**config.mk**
```make
export PLATFORM = sky130hd
export DESIGN_NAME = gate_operand_fifo
export DESIGN_NICKNAME = d
export VERILOG_FILES = /design/src/rtl/gate_operand_fifo.sv
export SDC_FILE = /design/constraint.sdc
export NUM_CORES = 1
export LEC_CHECK = 0
export ABC_AREA = 1
export CAP_MARGIN = 20
export CORE_AREA = 10 10 116 118
export DETAILED_ROUTE_END_ITERATION = 12
export DIE_AREA = 0 0 126 128
export GPL_TIMING_DRIVEN = 0
export PLACE_DENSITY = 0.56
export RECOVER_POWER = 25
export SLEW_MARGIN = 20
export SYNTH_ARGS = -nofsm -noshare
export SYNTH_HDL_FRONTEND = slang
export SYNTH_SLANG_ARGS = --single-unit
```
**constraint.sdc**
```tcl
create_clock -name clk_i -period 3.1 [get_ports clk_i]
set_input_delay 0.465 -clock clk_i [delete_from_list [all_inputs] [get_ports clk_i]]
set_output_delay 0.465 -clock clk_i [all_outputs]
set_load 0.01 [all_outputs]
```
**src/rtl/gate_operand_fifo.sv**
```systemverilog
// Operand FIFO in front of the gate-logic unit: {A,B} pairs in, registered head out.
// Optional stall counter port is enabled by defining GATE_OPERAND_FIFO_STALL_CNT_EN.
module gate_operand_fifo #(
  parameter int DATA_WIDTH = 8,
  parameter int DEPTH      = 4
) (
  input  logic                       clk_i,
  input  logic                       arst_ni,
  input  logic                       flush_i,
  input  logic [DATA_WIDTH-1:0]      in_a_i,
  input  logic [DATA_WIDTH-1:0]      in_b_i,
  input  logic                       in_valid_i,
  output logic                       in_ready_o,
  output logic [DATA_WIDTH-1:0]      out_a_o,
  output logic [DATA_WIDTH-1:0]      out_b_o,
  output logic                       out_valid_o,
  input  logic                       out_ready_i,
  output logic [$clog2(DEPTH):0]     count_o
`ifdef GATE_OPERAND_FIFO_STALL_CNT_EN
  ,
  output logic [15:0]                stall_cnt_o
`endif
);

  localparam int PW = $clog2(DEPTH);
  localparam int CW = PW + 1;

  typedef enum logic [1:0] {
    ST_EMPTY,
    ST_PARTIAL,
    ST_FULL
  } state_t;

  logic [DATA_WIDTH-1:0] mem_a [DEPTH];
  logic [DATA_WIDTH-1:0] mem_b [DEPTH];
  logic [PW-1:0]         wr_ptr;
  logic [PW-1:0]         rd_ptr;
  logic [PW-1:0]         rd_next;
  logic [CW-1:0]         count;
  logic [CW-1:0]         count_next;
  logic                  push;
  logic                  pop;
  logic                  head_from_in;
  state_t                state;
  state_t                state_next;

  // A push into a FIFO that is (or becomes) empty this cycle bypasses storage to the head.
  always_comb begin
    push         = in_valid_i & in_ready_o;
    pop          = out_valid_o & out_ready_i;
    rd_next      = pop ? rd_ptr + PW'(1) : rd_ptr;
    count_next   = count + CW'(push) - CW'(pop);
    head_from_in = push & ((count - CW'(pop)) == '0);
    if (count_next == '0)
      state_next = ST_EMPTY;
    else if (count_next == CW'(DEPTH))
      state_next = ST_FULL;
    else
      state_next = ST_PARTIAL;
  end

  always_ff @(posedge clk_i or negedge arst_ni) begin
    if (!arst_ni) begin
      for (int i = 0; i < DEPTH; i++) begin
        mem_a[i] <= '0;
        mem_b[i] <= '0;
      end
    end else if (!flush_i && push) begin
      mem_a[wr_ptr] <= in_a_i;
      mem_b[wr_ptr] <= in_b_i;
    end
  end

  // Head data is only refreshed while an entry remains, so an empty FIFO shows the last pop.
  always_ff @(posedge clk_i or negedge arst_ni) begin
    if (!arst_ni) begin
      state       <= ST_EMPTY;
      count       <= '0;
      wr_ptr      <= '0;
      rd_ptr      <= '0;
      out_valid_o <= 1'b0;
      in_ready_o  <= 1'b1;
      out_a_o     <= '0;
      out_b_o     <= '0;
    end else if (flush_i) begin
      state       <= ST_EMPTY;
      count       <= '0;
      wr_ptr      <= '0;
      rd_ptr      <= '0;
      out_valid_o <= 1'b0;
      in_ready_o  <= 1'b1;
    end else begin
      state       <= state_next;
      count       <= count_next;
      rd_ptr      <= rd_next;
      out_valid_o <= (state_next != ST_EMPTY);
      in_ready_o  <= (state_next != ST_FULL);
      if (push)
        wr_ptr <= wr_ptr + PW'(1);
      if (state_next != ST_EMPTY) begin
        out_a_o <= head_from_in ? in_a_i : mem_a[rd_next];
        out_b_o <= head_from_in ? in_b_i : mem_b[rd_next];
      end
    end
  end

  assign count_o = count;

`ifdef GATE_OPERAND_FIFO_STALL_CNT_EN
  always_ff @(posedge clk_i or negedge arst_ni) begin
    if (!arst_ni)
      stall_cnt_o <= '0;
    else if (flush_i)
      stall_cnt_o <= '0;
    else if (in_valid_i && !in_ready_o && stall_cnt_o != 16'hFFFF)
      stall_cnt_o <= stall_cnt_o + 16'd1;
  end
`endif

endmodule

```
==> results.rst, run 1 <==
.. list-table::
   :header-rows: 1

   * - Metric
     - Value
   * - Final number of hold-violating endpoints
     - 0
   * - Share of post-route cells with drive strength above 1
     - 8.06%
   * - Worst Setup End Kind
     - flip-flop
   * - Final cycle utilization of the critical path
     - 92.2%
   * - Largest driver fanout on the critical path
     - 10
   * - Min-Delay Path Class
     - reg -> reg
   * - Post-route clock skew
     - 0.00496 ns
   * - Critical path startpoint category
     - input port
   * - Antenna cell count
     - 0
   * - Final instance count without filler cells
     - 763
   * - Switching fraction of total power
     - 39.5%
   * - Fraction of synthesized cell area taken by the top area cell type
     - 50.7%
   * - Maximum clock rate
     - 0.350 GHz
   * - Cell count after placement
     - 746
   * - Most common cell after layout, fill and taps aside
     - sky130_fd_sc_hd__nand2_1
   * - Synthesis-to-finish area growth
     - 21.2%
   * - Clock tree root buffer cell
     - sky130_fd_sc_hd__clkbuf_16
   * - Wire length of the first global-routing pass
     - ~20 mm
   * - Via-per-instance ratio
     - 5.08
   * - Power Internal
     - 3.30 mW
   * - Clock insertion delay at the later pin of the skew report
     - about 0.34 ns
   * - Flop and latch count out of synthesis
     - 89
   * - Commonest register cell after synthesis
     - sky130_fd_sc_hd__dfrtp_1
   * - Total Power
     - ~5.5 mW
   * - Remaining DRCs
     - 0
   * - Crit path DAT
     - 3.09 ns
   * - Net switching component of the power
     - around 2.2 mW
   * - Bufs on Longest Clock Path
     - 2
   * - Count of flip-flops with a built-in enable after synthesis
     - 0
   * - Setup Fix Bufs, Post-CTS
     - 0
   * - TritonCTS clock tree
     - built
   * - Num ports
     - 42
   * - Clock-pin slew on the worst setup and hold paths
     - 0.06 ns
   * - Buffers on Ports
     - 41
   * - Total of max-cap violations
     - 1
   * - Hpwl dp
     - 8.75 mm
   * - Via count
     - 3,879
   * - Worst Setup Path Type
     - in -> reg
   * - Top cell type by total area after synthesis
     - sky130_fd_sc_hd__dfrtp_1
   * - Status
     - finished with violations
   * - Synthesized area divided by synthesized cell count
     - around 7.7 µm²
   * - Portion of total power attributed to combinational logic
     - 43.6%
   * - CTS Buf Count
     - 9
   * - YS warnings
     - 0
   * - Final core utilization
     - 46.8%
   * - Setup violators final
     - 0
   * - GRT overflow
     - 0
   * - Portion of total power attributed to sequential cells
     - 36.3%
   * - Post-Syn Nets
     - 588
   * - Leakage
     - 2.68 nW
   * - Worst Setup Slack post-DPL
     - -0.266 ns
   * - Remaining antenna violation count
     - 0
   * - Clk pwr share
     - about a fifth
   * - # clock sinks
     - about 90
   * - Die ar.
     - 16,100 µm²
   * - Iteration-0 DRC Markers
     - 358
   * - Highest-count cells in the layout ignoring fill and taps
     - sky130_fd_sc_hd__nand2_1 (191), sky130_fd_sc_hd__dfrtp_1 (88), sky130_fd_sc_hd__nand3_1 (67)
   * - Largest net degree at the start of global routing
     - 66
   * - Final WS setup
     - between 0.2 and 0.25 ns
   * - Die Y-Extent
     - around 130 µm
   * - Initial core utilization
     - 38.7%
   * - Global Route Usage Sum
     - 16.1%
   * - Final Hold Slack
     - 0.478 ns
   * - H-tree Lvls
     - 3
   * - Chip width
     - approximately 130 µm
   * - Portion of the post-synthesis area used by sequential elements
     - slightly above 50%
   * - Maximum vdd drop
     - 0.379 mV
   * - Std-Cell Core Area
     - between 10,000 and 15,000 µm²
   * - Antenna violations before repair
     - 0
   * - Pins Over Slew Limit
     - 25
   * - Length of the first detailed-routing pass in iterations
     - 5
   * - Worst slew slack as a fraction of its limit
     - -2.43%
   * - Wire length per cell after detailed routing
     - 16.7 µm
   * - Final #Nets
     - 642
   * - Cell area after synthesis
     - approximately 4300 µm²
   * - Largest cells by area after synthesis
     - sky130_fd_sc_hd__dfrtp_1 (51%), sky130_fd_sc_hd__nand2_1 (17%), sky130_fd_sc_hd__nand3_1 (7.7%)
   * - Number of global-route vias before repair
     - 3,670
   * - Number of distinct library cell variants in the gate-level netlist after synthesis
     - 22
   * - Proportion of synthesized flip-flops having asynchronous set or reset
     - 100%
   * - Minimum clock period after layout
     - approximately 2.9 ns
   * - Required time at the endpoint of the critical path
     - 3.33 ns
   * - Final estimated routing congestion in global placement
     - 0.828
   * - Violations in the final reports
     - capacitance limit, slew limit
   * - Worst slew pin tran
     - 1.54 ns
   * - Setup repair after global routing missed its margin
     - no
   * - Number of instances in the synthesized netlist
     - 561
   * - Standard-cell rows
     - 39
   * - Drt total wl
     - around 13 mm
   * - Power per unit of standard cell area
     - 1040 nW/µm²
-- stage by stage --
stage	TNS [ns]	instance area (µm²)
after floorplan	0	4340
after global placement	-157.72	4930
after detailed placement	-2.19	4960
after CTS	0	5260
after global routing	0	5260
final	0	5260
-- final timing paths --
check	slack (ns)	from	to	cells after the start
min reg2reg	0.48	out_b_o[5]	out_b_o[5]	2
max	0.24	out_ready_i	out_a_o[4]	12
min	0.48	out_b_o[5]	out_b_o[5]	2
min in group asynchronous	1.03	arst_ni	out_b_o[2]	2
max reg2reg	0.44	in_ready_o	out_a_o[4]	11
max in group asynchronous	1.08	arst_ni	mem_b[6]	3
-- cell usage after synthesis (2+ instances only) --
| cell type | n |
|---|---|
| sky130_fd_sc_hd__nand2_1 | 191 |
| sky130_fd_sc_hd__clkbuf_1 | 7 |
| sky130_fd_sc_hd__buf_6 | 2 |
| sky130_fd_sc_hd__nand3_1 | 67 |
| sky130_fd_sc_hd__nor2_1 | 22 |
| sky130_fd_sc_hd__buf_2 | 17 |
| sky130_fd_sc_hd__ha_1 | 5 |
| sky130_fd_sc_hd__nand3_2 | 2 |
| sky130_fd_sc_hd__a21oi_1 | 17 |
| sky130_fd_sc_hd__dfrtp_1 | 88 |
| sky130_fd_sc_hd__nand2_2 | 5 |
| sky130_fd_sc_hd__inv_1 | 61 |
| sky130_fd_sc_hd__buf_4 | 3 |
| sky130_fd_sc_hd__o21ai_0 | 66 |
-- worst max-delay path: stages --
cell                              delay [ns]
sky130_fd_sc_hd__clkdlybuf4s50_1        0.55
sky130_fd_sc_hd__nand2_1                0.16
sky130_fd_sc_hd__xor2_1                 0.19
sky130_fd_sc_hd__ha_1                   0.15
sky130_fd_sc_hd__inv_1                  0.04
sky130_fd_sc_hd__fa_1                   0.52
sky130_fd_sc_hd__nor2_1                 0.09
sky130_fd_sc_hd__nor2_4                 0.28
sky130_fd_sc_hd__clkbuf_2               0.32
sky130_fd_sc_hd__a21oi_1                0.11
sky130_fd_sc_hd__nand2_1                0.14
sky130_fd_sc_hd__nand2_1                0.07
-- final cells by class --
type	count	area [µm²]
buffer	30	161
clock buffer	10	239
clock inverter	6	57.6
fill	1180	5970
inverter	62	234
multi-input combinational	380	1720
sequential	89	2230
tap	143	179
timing repair buffer	43	442
-- cells by family (layout without fill, tap and decap cells) --
kind of cell               count (synthesis)  count (layout)  synth area share [%]
AOI/OAI and AO/OA                         83              83                  9.57
adders and majority gates                  6               6                  1.90
buffers and inverters                     92             151                  9.08
DFF                                       89              89                  51.4
xor gates and xnor gates                   1               1                 0.202
and+or+nand+nor                          290             290                  27.9
-- per-layer routing --
metal	vias up	share of wire [%]	global-route usage, %
met4	0	1.5	6.30
met1	1887	46	21.7
li1	1871	-	-
met5	-	0	0
met2	105	47	25.7
met3	16	5.5	2.07
-- power groups by stage --
stage               Sequential [mW]  Clock [mW]  Combinational (mW)
floorplan                      2.00           0                1.50
global placement               1.98           0                2.34
detailed placement             1.99           0                2.38
CTS                            1.98        1.11                2.39
global route                   2.05        1.16                2.72
finish                         1.98        1.10                2.38
-- timing repair --
item | in CTS | in global routing
endpoints found under the hold margin | 23 | 0
resized for setup | 0 | 1
endpoints found under the setup margin | 0 | 9
hold buffers | 1 | 0
-- sequential cells by signal (all words and copies together) (netlist names) --
name,cells
out_b_o,8
out_a_o,8
wr_ptr,2
mem_b,32
out_valid_o,1
in_ready_o,1
mem_a,32
rd_ptr,2
count_o,3
Power figures use the tool's default switching activity.
==> inputs of run 2 (changes only) <==
- CTS_BUF_LIST: default -> sky130_fd_sc_hd__clkbuf_2 sky130_fd_sc_hd__clkbuf_4 sky130_fd_sc_hd__clkbuf_8
- PLACE_DENSITY: 0.56 -> 0.68
==> results.rst, run 2 (same netlist as run 1, synthesis figures left out) <==
.. list-table::
   :header-rows: 1

   * - Metric
     - Value
   * - Iteration-0 DRC Markers
     - roughly 340
   * - Global Route Usage Sum
     - approximately 15%
   * - Highest-count cells in the layout ignoring fill and taps
     - sky130_fd_sc_hd__nand2_1 (191), sky130_fd_sc_hd__dfrtp_1 (88), sky130_fd_sc_hd__nand3_1 (67)
   * - CTS Hold Buffers Added
     - 0
   * - Critical path startpoint category
     - input port
   * - Final #Nets
     - 641
   * - Final cycle utilization of the critical path
     - approximately nine tenths
   * - Standard-cell rows
     - 39
   * - # clock sinks
     - 89
   * - Buffers on Ports
     - 41
   * - Leakage
     - 2.62 nW
   * - Number of cells upsized or downsized after cts
     - 0
   * - Chip width
     - 126 µm
   * - Final WS setup
     - approximately 0.33 ns
   * - Hpwl dp
     - 8.40 mm
   * - Post-route clock skew
     - ~0.011 ns
   * - Required time at the endpoint of the critical path
     - 3.36 ns
   * - Initial core utilization
     - about 39%
   * - Worst Setup Slack post-DPL
     - -0.235 ns
   * - H-tree Lvls
     - 3
   * - Synthesis-to-finish area growth
     - 18.2%
   * - Remaining antenna violation count
     - 0
   * - Regs by FF count
     - mem_a x32, mem_b x32
   * - Wire length of the first global-routing pass
     - 19.6 mm
   * - Bufs on Longest Clock Path
     - 2
   * - Final core utilization
     - 45.7%
   * - Wire length per cell after detailed routing
     - 15.8 µm
   * - Largest net degree at the start of global routing
     - 50
   * - Violations in the final reports
     - capacitance limit, slew limit
   * - Final estimated routing congestion in global placement
     - 0.876
   * - Die ar.
     - 16,100 µm²
   * - Final Hold Slack
     - 0.489 ns
   * - Antenna violations before repair
     - 0
   * - Clock-pin slew on the worst setup and hold paths
     - about 0.09 ns
   * - Total negative slack for setup checks
     - 0 ns
   * - Length of the first detailed-routing pass in iterations
     - 6
   * - TritonCTS clock tree
     - built
   * - Worst slew slack as a fraction of its limit
     - -52.1%
   * - Antenna cell count
     - 0
   * - Clock insertion delay at the later pin of the skew report
     - between 0.3 and 0.4 ns
   * - Drt total wl
     - 12.1 mm
   * - Final number of hold-violating endpoints
     - 0
   * - Minimum clock period after layout
     - 2.77 ns
   * - Setup violators final
     - 0
   * - Std-Cell Core Area
     - about 11,000 µm²
   * - Crit path DAT
     - 3.03 ns
   * - Clock tree root buffer cell
     - sky130_fd_sc_hd__clkbuf_8
   * - Status
     - finished with violations
   * - CTS Buf Count
     - 9
   * - Setup repair after global routing missed its margin
     - no
   * - Worst Setup Path Type
     - in -> reg
   * - Die Y-Extent
     - 128 µm
   * - Min-Delay Path Class
     - reg -> reg
   * - Total of max-cap violations
     - 1
   * - Largest driver fanout on the critical path
     - 10
   * - Maximum vdd drop
     - 0.409 mV
   * - Power per unit of standard cell area
     - between 900 and 1000 nW/µm²
   * - Most common cell after layout, fill and taps aside
     - sky130_fd_sc_hd__nand2_1
   * - Pins Over Slew Limit
     - 41
   * - Share of post-route cells with drive strength above 1
     - 8.08%
   * - Remaining DRCs
     - 0
   * - Num ports
     - 42
   * - Maximum clock rate
     - 0.361 GHz
   * - Via-per-instance ratio
     - 5.14
   * - Via count
     - around 3,900
   * - GRT overflow
     - 0
   * - Worst Setup End Kind
     - flip-flop
   * - Setup Fix Bufs, Post-CTS
     - 0
   * - Number of global-route vias before repair
     - around 3,900
   * - Worst slew pin tran
     - 2.28 ns
## run 2: final timing paths
path / slack (ns) / endpoint / depth (start not counted) / startpoint
max: 0.33 / out_a_o[6] / 12 / out_ready_i
min: 0.49 / out_b_o[4] / 2 / out_b_o[4]
max reg2reg: 0.52 / out_a_o[6] / 11 / in_ready_o
min reg2reg: 0.49 / out_b_o[4] / 2 / out_b_o[4]
max in group asynchronous: 1.02 / mem_a[11] / 1 / arst_ni
min in group asynchronous: 0.77 / mem_b[25] / 1 / arst_ni
## run 2: worst max-delay path, stage by stage
cell and delay, ns:
sky130_fd_sc_hd__clkdlybuf4s50_1 0.54, sky130_fd_sc_hd__nand2_1 0.16, sky130_fd_sc_hd__xor2_1 0.19, sky130_fd_sc_hd__ha_1 0.16, sky130_fd_sc_hd__inv_1 0.04, sky130_fd_sc_hd__fa_1 0.50, sky130_fd_sc_hd__nor2_1 0.09, sky130_fd_sc_hd__nor2_4 0.25
sky130_fd_sc_hd__clkbuf_2 0.33, sky130_fd_sc_hd__a21oi_1 0.11, sky130_fd_sc_hd__nand2_1 0.13, sky130_fd_sc_hd__nand2_1 0.07
## run 2: report_power, final
group	total [mW]	internal (mW)	switching, mW
Clock	0.734	0.320	0.415
Combinational	2.36	0.959	1.40
Sequential	1.98	1.69	0.287
Total	5.08	2.97	2.10
## run 2: metal layers
| layer | global-route usage, % | vias up | wire (µm) |
|---|---|---|---|
| li1 | - | 1875 | - |
| met1 | 18.4 | 1863 | 5000 |
| met2 | 25.2 | 150 | 5820 |
| met3 | 2.48 | 32 | 882 |
| met4 | 7.17 | 0 | 355 |
| met5 | 0 | - | 0 |
## run 2: final cells by class
type	instances	area (µm²)
tap	143	179
multi-input combinational	380	1720
clock buffer	11	145
clock inverter	5	31.3
fill	1124	6100
inverter	62	234
timing repair buffer	42	432
sequential	89	2230
buffer	30	161
## run 2: metrics by stage
stage | instances | cell area [µm²] | power (mW)
detailed placement | 746 | 4950 | 4.35
CTS | 762 | 5130 | 5.08
global placement | 745 | 4930 | 4.26
global route | 762 | 5130 | 5.50
floorplan | 561 | 4340 | 3.51
finish | 762 | 5130 | 5.08
